**src/rtl/branch_resolve_bht_pkg.sv**
```systemverilog
// Shared opcode/func3 codes and constants for the EX branch resolution unit
// and its branch history table.
package branch_resolve_bht_pkg;

   localparam logic [6:0] OPC_BRANCH = 7'b1100011;
   localparam logic [6:0] OPC_JAL    = 7'b1101111;
   localparam logic [6:0] OPC_JALR   = 7'b1100111;

   localparam logic [2:0] FNC_BEQ  = 3'b000;
   localparam logic [2:0] FNC_BNE  = 3'b001;
   localparam logic [2:0] FNC_BLT  = 3'b100;
   localparam logic [2:0] FNC_BGE  = 3'b101;
   localparam logic [2:0] FNC_BLTU = 3'b110;
   localparam logic [2:0] FNC_BGEU = 3'b111;

   localparam int PC_INC   = 4;
   localparam int BHT_INIT = 1;

   typedef enum logic [1:0] {
      CF_NONE,
      CF_BRANCH,
      CF_JAL,
      CF_JALR
   } cf_kind_e;

   function automatic logic is_unsigned_branch(input logic [6:0] opc, input logic [2:0] f3);
      return (opc == OPC_BRANCH) && ((f3 == FNC_BLTU) || (f3 == FNC_BGEU));
   endfunction

endpackage

```
**src/rtl/branch_resolve_bht_bht_counter_array.sv**
```systemverilog
// Flop array of saturating counters: one combinational read port and one
// saturating increment/decrement write port; async reset to weakly not-taken.
module bht_counter_array
   import branch_resolve_bht_pkg::*;
#(
   parameter int DEPTH = 64,
   parameter int CNT_W = 2
) (
   input  logic                     clk,
   input  logic                     rst,
   input  logic [$clog2(DEPTH)-1:0] rd_idx_i,
   output logic [CNT_W-1:0]         rd_cnt_o,
   input  logic                     wr_en_i,
   input  logic [$clog2(DEPTH)-1:0] wr_idx_i,
   input  logic                     wr_inc_i
);

   localparam logic [CNT_W-1:0] CNT_MAX = {CNT_W{1'b1}};
   localparam logic [CNT_W-1:0] CNT_MIN = '0;

   logic [CNT_W-1:0] cnt_q [DEPTH];
   logic [CNT_W-1:0] wr_cur;
   logic [CNT_W-1:0] cnt_d;

   function automatic logic [CNT_W-1:0] sat_step(input logic [CNT_W-1:0] cur,
                                                 input logic             inc);
      logic [CNT_W-1:0] nxt;
      nxt = cur;
      if (inc) begin
         if (cur != CNT_MAX) nxt = cur + 1'b1;
      end else begin
         if (cur != CNT_MIN) nxt = cur - 1'b1;
      end
      return nxt;
   endfunction

   // Reads see the stored value only; a same-cycle write is not forwarded.
   assign rd_cnt_o = cnt_q[rd_idx_i];
   assign wr_cur   = cnt_q[wr_idx_i];
   assign cnt_d    = sat_step(wr_cur, wr_inc_i);

   always_ff @(posedge clk or posedge rst) begin
      if (rst) begin
         for (int i = 0; i < DEPTH; i++) begin
            cnt_q[i] <= CNT_W'(BHT_INIT);
         end
      end else if (wr_en_i) begin
         cnt_q[wr_idx_i] <= cnt_d;
      end
   end

endmodule

```
**src/rtl/branch_resolve_bht.sv**
```systemverilog
// EX-stage branch/jump resolution with BHT prediction for IF, registered
// redirect on mispredict, and branch/mispredict performance counters.
module branch_resolve_bht
   import branch_resolve_bht_pkg::*;
#(
   parameter int XLEN      = 32,
   parameter int BHT_DEPTH = 64,
   parameter int CNT_W     = 2,
   parameter int PERF_W    = 32
) (
   input  logic              clk,
   input  logic              rst,
   input  logic [XLEN-1:0]   if_pc,
   output logic              if_pred_taken,
   input  logic              ex_valid,
   input  logic              ex_stall,
   input  logic [XLEN-1:0]   ex_pc,
   input  logic              ex_pred_taken,
   input  logic [6:0]        opcode,
   input  logic [2:0]        func3,
   input  logic              branch_eq,
   input  logic              branch_lt,
   input  logic [XLEN-1:0]   alu_target,
   output logic              branch_unsign,
   output logic              redirect,
   output logic [XLEN-1:0]   redirect_pc,
   output logic [PERF_W-1:0] perf_branches,
   output logic [PERF_W-1:0] perf_mispredicts
);

   localparam int IDX_W = $clog2(BHT_DEPTH);

   logic [IDX_W-1:0]  if_idx;
   logic [IDX_W-1:0]  ex_idx;
   logic [CNT_W-1:0]  if_cnt;
   cf_kind_e          kind;
   logic              cond;
   logic              resolve;
   logic              br_resolve;
   logic              mispredict;
   logic [XLEN-1:0]   correct_pc;

   logic              redirect_q,     redirect_d;
   logic [XLEN-1:0]   redirect_pc_q,  redirect_pc_d;
   logic [PERF_W-1:0] perf_br_q,      perf_br_d;
   logic [PERF_W-1:0] perf_mp_q,      perf_mp_d;

   logic              unused_bits;

   assign if_idx = if_pc[IDX_W+1:2];
   assign ex_idx = ex_pc[IDX_W+1:2];

   bht_counter_array #(
      .DEPTH (BHT_DEPTH),
      .CNT_W (CNT_W)
   ) u_bht (
      .clk      (clk),
      .rst      (rst),
      .rd_idx_i (if_idx),
      .rd_cnt_o (if_cnt),
      .wr_en_i  (br_resolve),
      .wr_idx_i (ex_idx),
      .wr_inc_i (cond)
   );

   assign if_pred_taken = if_cnt[CNT_W-1];
   assign branch_unsign = is_unsigned_branch(opcode, func3);

   // func3 010/011 under the branch opcode is not a branch at all.
   always_comb begin
      kind = CF_NONE;
      cond = 1'b0;
      unique case (opcode)
         OPC_BRANCH: begin
            kind = CF_BRANCH;
            unique case (func3)
               FNC_BEQ:            cond = branch_eq;
               FNC_BNE:            cond = ~branch_eq;
               FNC_BLT, FNC_BLTU:  cond = branch_lt;
               FNC_BGE, FNC_BGEU:  cond = ~branch_lt;
               default:            kind = CF_NONE;
            endcase
         end
         OPC_JAL:  kind = CF_JAL;
         OPC_JALR: kind = CF_JALR;
         default:  kind = CF_NONE;
      endcase
   end

   // A live redirect squashes whatever wrong-path instruction sits in EX.
   assign resolve    = ex_valid & ~ex_stall & ~redirect_q;
   assign br_resolve = resolve & (kind == CF_BRANCH);
   assign mispredict = resolve & (((kind == CF_BRANCH) & (cond != ex_pred_taken)) |
                                  (kind == CF_JAL) | (kind == CF_JALR));

   always_comb begin
      correct_pc = ex_pc + XLEN'(PC_INC);
      unique case (kind)
         CF_JALR:   correct_pc = {alu_target[XLEN-1:1], 1'b0};
         CF_JAL:    correct_pc = alu_target;
         CF_BRANCH: if (cond) correct_pc = alu_target;
         default:   correct_pc = ex_pc + XLEN'(PC_INC);
      endcase
   end

   always_comb begin
      redirect_d    = mispredict;
      redirect_pc_d = mispredict ? correct_pc : redirect_pc_q;
      perf_br_d     = perf_br_q + PERF_W'(br_resolve);
      perf_mp_d     = perf_mp_q + PERF_W'(mispredict);
   end

   always_ff @(posedge clk or posedge rst) begin
      if (rst) begin
         redirect_q    <= 1'b0;
         redirect_pc_q <= '0;
         perf_br_q     <= '0;
         perf_mp_q     <= '0;
      end else begin
         redirect_q    <= redirect_d;
         redirect_pc_q <= redirect_pc_d;
         perf_br_q     <= perf_br_d;
         perf_mp_q     <= perf_mp_d;
      end
   end

   assign redirect         = redirect_q;
   assign redirect_pc      = redirect_pc_q;
   assign perf_branches    = perf_br_q;
   assign perf_mispredicts = perf_mp_q;

   assign unused_bits = ^{if_pc, ex_pc[1:0], if_cnt[CNT_W-2:0]};

endmodule

```
**config.mk**
```make
export PLATFORM = sky130hd
export DESIGN_NAME = branch_resolve_bht
export DESIGN_NICKNAME = d
export VERILOG_FILES = /design/src/rtl/branch_resolve_bht_pkg.sv /design/src/rtl/branch_resolve_bht_bht_counter_array.sv /design/src/rtl/branch_resolve_bht.sv
export SDC_FILE = /design/constraint.sdc
export NUM_CORES = 1
export LEC_CHECK = 0
export BUFFER_PORTS_ARGS = -buffer_cell sky130_fd_sc_hd__buf_2
export CAP_MARGIN = 20
export CORE_ASPECT_RATIO = 1.5
export CORE_UTILIZATION = 50
export DETAILED_ROUTE_END_ITERATION = 16
export PLACE_DENSITY_LB_ADDON = 0.3
export SYNTH_ARGS = -nofsm -noshare
export SYNTH_HDL_FRONTEND = slang
export SYNTH_HIERARCHICAL = 1
export SYNTH_SLANG_ARGS = --single-unit
```
**constraint.sdc**
```tcl
create_clock -name clk -period 4.27 [get_ports clk]
set_input_delay 0.2135 -clock clk [delete_from_list [all_inputs] [get_ports clk]]
set_output_delay 0.2135 -clock clk [all_outputs]
set_load 0.02 [all_outputs]
```
# [Word-level counts from Yosys, hierarchy flattened]
# Index checks and enable logic that the tools add are counted.
[totals] regBits=225 output_inout_bits=99
[classes] add_sub_neg=5 order_cmp=3 n_eq_ne=13 mux=18 bitwise=13 n_reduce_logical=8
[op_table] operator="$bwmux 128" n=1
[op_table] operator="$pmux 32 s3" n=1
[op_table] operator="$add 32x1->32" n=2
[op_table] operator="$add 32x3->32 const B" n=1
[op_table] operator="$mux 32" n=1
[op_table] operator="$bmux 2 s6" n=2
[op_table] operator="$eq 7x7->1 const B" n=3
[op_table] operator="$mux 2" n=8
[op_table] operator="$ge 7x7->1 const B" n=2
[op_table] operator="$not 6->7" n=2
[op_table] operator="$demux 2 s6" n=1
[op_table] operator="$eq 3x3->1 const B" n=4
[op_table] operator="$lt 7x1->1 const B" n=1
[op_table] operator="$pmux 2 s3" n=1
[op_table] operator="$reduce_or 6->1" n=1
[op_table] operator="$and 1x1->1" n=5
[op_table] operator="$eq 2x2->1 const B" n=2
[op_table] operator="$not 1->1" n=4
[op_table] operator="$pmux 1 s4" n=1
[op_table] operator="$reduce_or 2->1" n=2
[op_table] operator="$eq 3x1->1 const B" n=1
[op_table] operator="$logic_not 3->1" n=1
[op_table] operator="$add 2x1->2 const B" n=1
[op_table] operator="$eq 2x1->1 const B" n=1
[op_table] operator="8 further kinds" n=11

# [Logic depth before layout (Yosys ltp)]
[depth] word_depth=10 depth_mapped=13 depth_no_buf=13

# [Modules after synthesis]
# The synthesis kept the hierarchy.
[modules_own_cells] mod="bht_counter_array" instances=1 cells_each=772 area_each_um2=7442.1
[modules_own_cells] mod="branch_resolve_bht" instances=1 cells_each=499 area_each_um2=5089.9

# [Worst setup path after synthesis]
# Ideal clock, no wire load.
[synth_timing] kind="reg2reg" startpoint="register redirect_q, in the netlist redirect" endpoint="register perf_br_q[30], in the netlist perf_branches[30]" setup_time_ps=129 arrival_time_ps=3000 required_ps=4141 setup_slack_ps=1140 stages_incl_launch_ff=11 n_path_buf=0 period_less_slack_ps=3130 cell_sequence="dfrtp_1 -> or3b_1 -> nor4_1 -> ha_1 -> ha_1 -> nand4_1 -> nor2_1 -> and3_1 -> and3_1 -> nand3_1 -> xnor2_1"
[synth_via] elab_chain_cells=4
[synth_lines] element="start, declared" line="branch_resolve_bht.sv:43" rtl="logic redirect_q, redirect_d;"
[synth_lines] element="start signal, assigned" line="branch_resolve_bht.sv:120" rtl="redirect_q <= redirect_d;"
[synth_lines] element="$not 1->1" line="branch_resolve_bht.sv:91" rtl="assign resolve = ex_valid & ~ex_stall & ~redirect_q;"
[synth_lines] element="$and 1x1->1" line="branch_resolve_bht.sv:91"
[synth_lines] element="$and 1x1->1" line="branch_resolve_bht.sv:92" rtl="assign br_resolve = resolve & (kind == CF_BRANCH);"
[synth_lines] element="named net br_resolve" line="branch_resolve_bht.sv:39" rtl="logic br_resolve;"
[synth_lines] element="$add 32x1->32" line="branch_resolve_bht.sv:109" rtl="perf_br_d = perf_br_q + PERF_W'(br_resolve);"
[synth_lines] element="named net perf_br_d[30]" line="branch_resolve_bht.sv:45" rtl="logic [PERF_W-1:0] perf_br_q, perf_br_d;"
[synth_lines] element="end signal, assigned" line="branch_resolve_bht.sv:122" rtl="perf_br_q <= perf_br_d;"
[synth_lines] element="end, declared" line="branch_resolve_bht.sv:45"
# The timed path passes the listed nets, and every way through them passes these cells.
# A chain may end at the register's enable or synchronous reset.

# [Worst setup path in the final report]
[layout_timing] startpoint="register redirect_q, in the netlist redirect" endpoint="register perf_br_q[28], in the netlist perf_branches[28]"
# Same word-level chain as after synthesis.

==> results_tabular.tex <==
\begin{tabular}{lr}
\hline
Metric & Value \\
\hline
\multicolumn{2}{l}{\textbf{Status}} \\
\quad Status & completed \\
\multicolumn{2}{l}{\textbf{Global route}} \\
\quad Global-route met2 utilization & 0.4651 \\
\quad Vias in the first global route & 9,781 \\
\quad Number of antenna violations at the first check in global routing & 2 \\
\quad Total routing usage reported by global routing & 0.2647 \\
\quad Global-route wire length before repair & 51,190 um \\
\quad Most utilized layer in the global route result & met2 \\
\quad Fraction of met3 tracks used by global routing & 0.04485 \\
\quad Routing usage on met1 & 0.3106 \\
\quad GR Overflow Total & 0 \\
\quad Largest net degree at the start of global routing & 80 \\
\multicolumn{2}{l}{\textbf{Route}} \\
\quad Post-detailed-route DRC marker count & 0 \\
\quad Overall routed net length & 32,740 um \\
\quad Vias after detailed routing & 10.02k \\
\quad Routed wire per std cell & 18.69 um \\
\quad Iter 0 DRT Violations & 565 \\
\quad Count of TritonRoute iterations in the first routing pass & 5 \\
\quad Vias per Instance & 5.720 \\
\quad Count of nets left with antenna violations after detail routing & 0 \\
\multicolumn{2}{l}{\textbf{Layout}} \\
\quad Non-Filler Cell Area, Final & 13,990 um\^{}2 \\
\quad Fraction of final layout cells sized beyond drive strength 1 & 0.2633 \\
\quad Post-synthesis to final-layout area growth & 15.98\% \\
\quad Post-route core utilization & 0.5912 \\
\quad Post-layout net count & 1,534 \\
\multicolumn{2}{l}{\textbf{Die}} \\
\quad Die area & 24,760 um\^{}2 \\
\quad Row count & 69 \\
\quad Placeable core region & 23,660 um\^{}2 \\
\quad Die height & 192.2 um \\
\quad I/O pin cnt & 212 \\
\quad Floorplan die width & 128.8 um \\
\quad Initial core utilization & 0.5098 \\
\multicolumn{2}{l}{\textbf{Setup path}} \\
\quad Worst path slowest cell & nor4\_2 \\
\quad Startpoint type of the worst setup path & flip-flop \\
\quad Setup slack of the worst register-to-register path & 1070 ps \\
\quad Number of buffer and inverter instances along the worst setup path & 0 \\
\quad Series of cell instances along the critical path & or3b\_1 -> nor4\_2 -> ha\_1 -> ha\_1 -> nand4\_1 -> nor2\_1 -> and3\_1 -> and3\_1 -> nand3\_1 -> xnor2\_1 \\
\quad Capture point of the worst reg-to-reg path & perf\_branches[28] \\
\quad Logic depth of the worst register-to-register path & 10 \\
\quad Required time of the worst setup path & 4670 ps \\
\quad Category of cells accounting for the largest share of critical-path delay & simple AND/OR/NAND/NOR gates \\
\quad Type of element capturing the critical path & flip-flop \\
\quad Worst path depth & 10 \\
\quad Launch point of the worst reg-to-reg path & redirect \\
\quad Maximum net fanout on the critical path & 5 \\
\quad Critical path type & flip-flop to flip-flop \\
\quad Arrival time at the worst endpoint & 3600 ps \\
\quad Worst stage delay on the critical path & 550 ps \\
\multicolumn{2}{l}{\textbf{Worst hold path}} \\
\quad Hold path startpoint & alu\_target[4] \\
\quad Endpoint of the worst hold-timing path & redirect\_pc[4] \\
\quad Tightest Hold Check Type & input port to flip-flop \\
\quad Number of cells traversed by the worst hold path & 3 \\
\multicolumn{2}{l}{\textbf{Yosys}} \\
\quad Synthesized net count & 1,368 \\
\quad Number of warning messages in the yosys log & 6 \\
\quad Mapped cell area & 12,060 um\^{}2 \\
\quad Mean cell area of the mapped netlist & 9.647 um\^{}2 \\
\quad Synth Instances & 1,250 \\
\multicolumn{2}{l}{\textbf{Placed design}} \\
\quad RD Place Congestion & 0.8390 \\
\quad Total of buffers placed on input and output ports & 185 \\
\quad Sum of net half-perimeters after detailed placement & 22,980 um \\
\quad Post-place instance area & 13,190 um\^{}2 \\
\multicolumn{2}{l}{\textbf{Timing}} \\
\quad Highest clock frequency the design can meet & 312.5 MHz \\
\quad Worst clock skew & 22.72 ps \\
\quad Pin slew with the least headroom to its limit & 1108 ps \\
\quad Final-report setup violation count & 0 \\
\quad Accumulated negative setup slack & 0 ps \\
\quad Worst hold margin & 11.06 ps \\
\quad Hold Violations, Final & 0 \\
\quad Unrepaired setup endpoints after global routing & false \\
\quad Max Transition Viols Final & 0 \\
\quad Remaining max-slew budget at the tightest pin & 0.2572 \\
\quad Share of the clock period used by the worst path & 0.7493 \\
\quad Final critical-path required period & 3200 ps \\
\multicolumn{2}{l}{\textbf{CTS}} \\
\quad Max clock buf depth & 3 \\
\quad Clock edge transition at the registers on the reported setup and hold paths & 60 ps \\
\quad Insertion delay to the later sink of the worst-skew pair & 510 ps \\
\quad Number of gates resized after CTS & 0 \\
\quad H-tree depth reported by CTS & 1 \\
\quad CTS tree & yes \\
\quad Count of buffers added by post-CTS timing repair for setup & 0 \\
\quad \# hold bufs at CTS & 1 \\
\quad Clock net sink count & 225 \\
\quad CTS root buf & clkbuf\_16 \\
\quad Number of buffers added by the clock tree synthesis step & 23 \\
\multicolumn{2}{l}{\textbf{Run}} \\
\quad Count of maximum capacitance violations & 0 \\
\multicolumn{2}{l}{\textbf{Power}} \\
\quad Maximum resistive drop on vdd & 0.2902 mV \\
\quad Cell leakage power & 0.006343 uW \\
\quad Power Density & 338.0 nW/um\^{}2 \\
\hline
\end{tabular}
[per-layer routing]
metal	routed length, um	up-vias
met1	12470	4807
met2	16340	423
met4	1356	2
met3	2554	95
met5	11	-
li1	-	4695
[registers in the layout, indices dropped and copies added (netlist names)]
register and count:
perf_branches 32, perf_mispredicts 32, redirect 1, redirect_pc 32, u_bht/cnt_q 128
[how the worst max path moves through the flow]
| stage | to | slack, ps | from |
|---|---|---|---|
| after floorplan | u_bht/cnt_q[101] | 750 | rst |
| after global placement | u_bht/cnt_q[124] | 980 | ex_pc[3] |
| after detailed placement | u_bht/cnt_q[124] | 970 | ex_pc[3] |
| after CTS | perf_branches[28] | 1020 | redirect |
| after global routing | perf_branches[28] | 840 | redirect |
| final | perf_branches[28] | 1070 | redirect |
[layout make-up]
| cell class | instances | area, um^2 |
|---|---|---|
| Sequential cell | 225 | 5710 |
| Timing Repair Buffer | 205 | 1104 |
| Clock buffer | 35 | 690.7 |
| Tap cell | 319 | 399.1 |
| Multi-Input combinational cell | 947 | 5939 |
| Antenna cell | 1 | 2.502 |
| Clock inverter | 6 | 82.58 |
| Inverter | 14 | 57.56 |
| Fill cell | 2095 | 9669 |
[layout by cell type (no fill, tap or decap), drive strengths merged, types with 15 or more instances in the layout]
master and n:
nor2 182, mux4 32, xnor2 59, o21ai 104, mux2i 28, nor3 16, nand4 25, nand3 49
and3 25, buf 203, a21oi 68, xor2 32, dfrtp 161, dfstp 64, inv 15, nand2 201
clkbuf 36
[power breakdown]
part | internal, uW | leakage, uW | switching (uW)
sequential | 2180 | 0.00288 | 20.7
combinational | 153 | 0.00308 | 317
clock | 1230 | 0.000382 | 826
[worst min-delay path, delay by kind of cell]
| kind | cells | cell delay, ps |
|---|---|---|
| buffers and inverters | 1 | 80 |
| AO/OA/AOI/OAI | 2 | 190 |
[through the flow]
| stage | instances | worst slack [ps] | power (uW) |
|---|---|---|---|
| detailed placement | 1708 | 967.6 | 2701 |
| global placement | 1708 | 976.9 | 2696 |
| floorplan | 1250 | 749.8 | 2527 |
| finish | 1752 | 1070 | 4727 |
| CTS | 1750 | 1019 | 4763 |
| global route | 1752 | 844.3 | 4903 |
(Power assumes the default switching activity.)
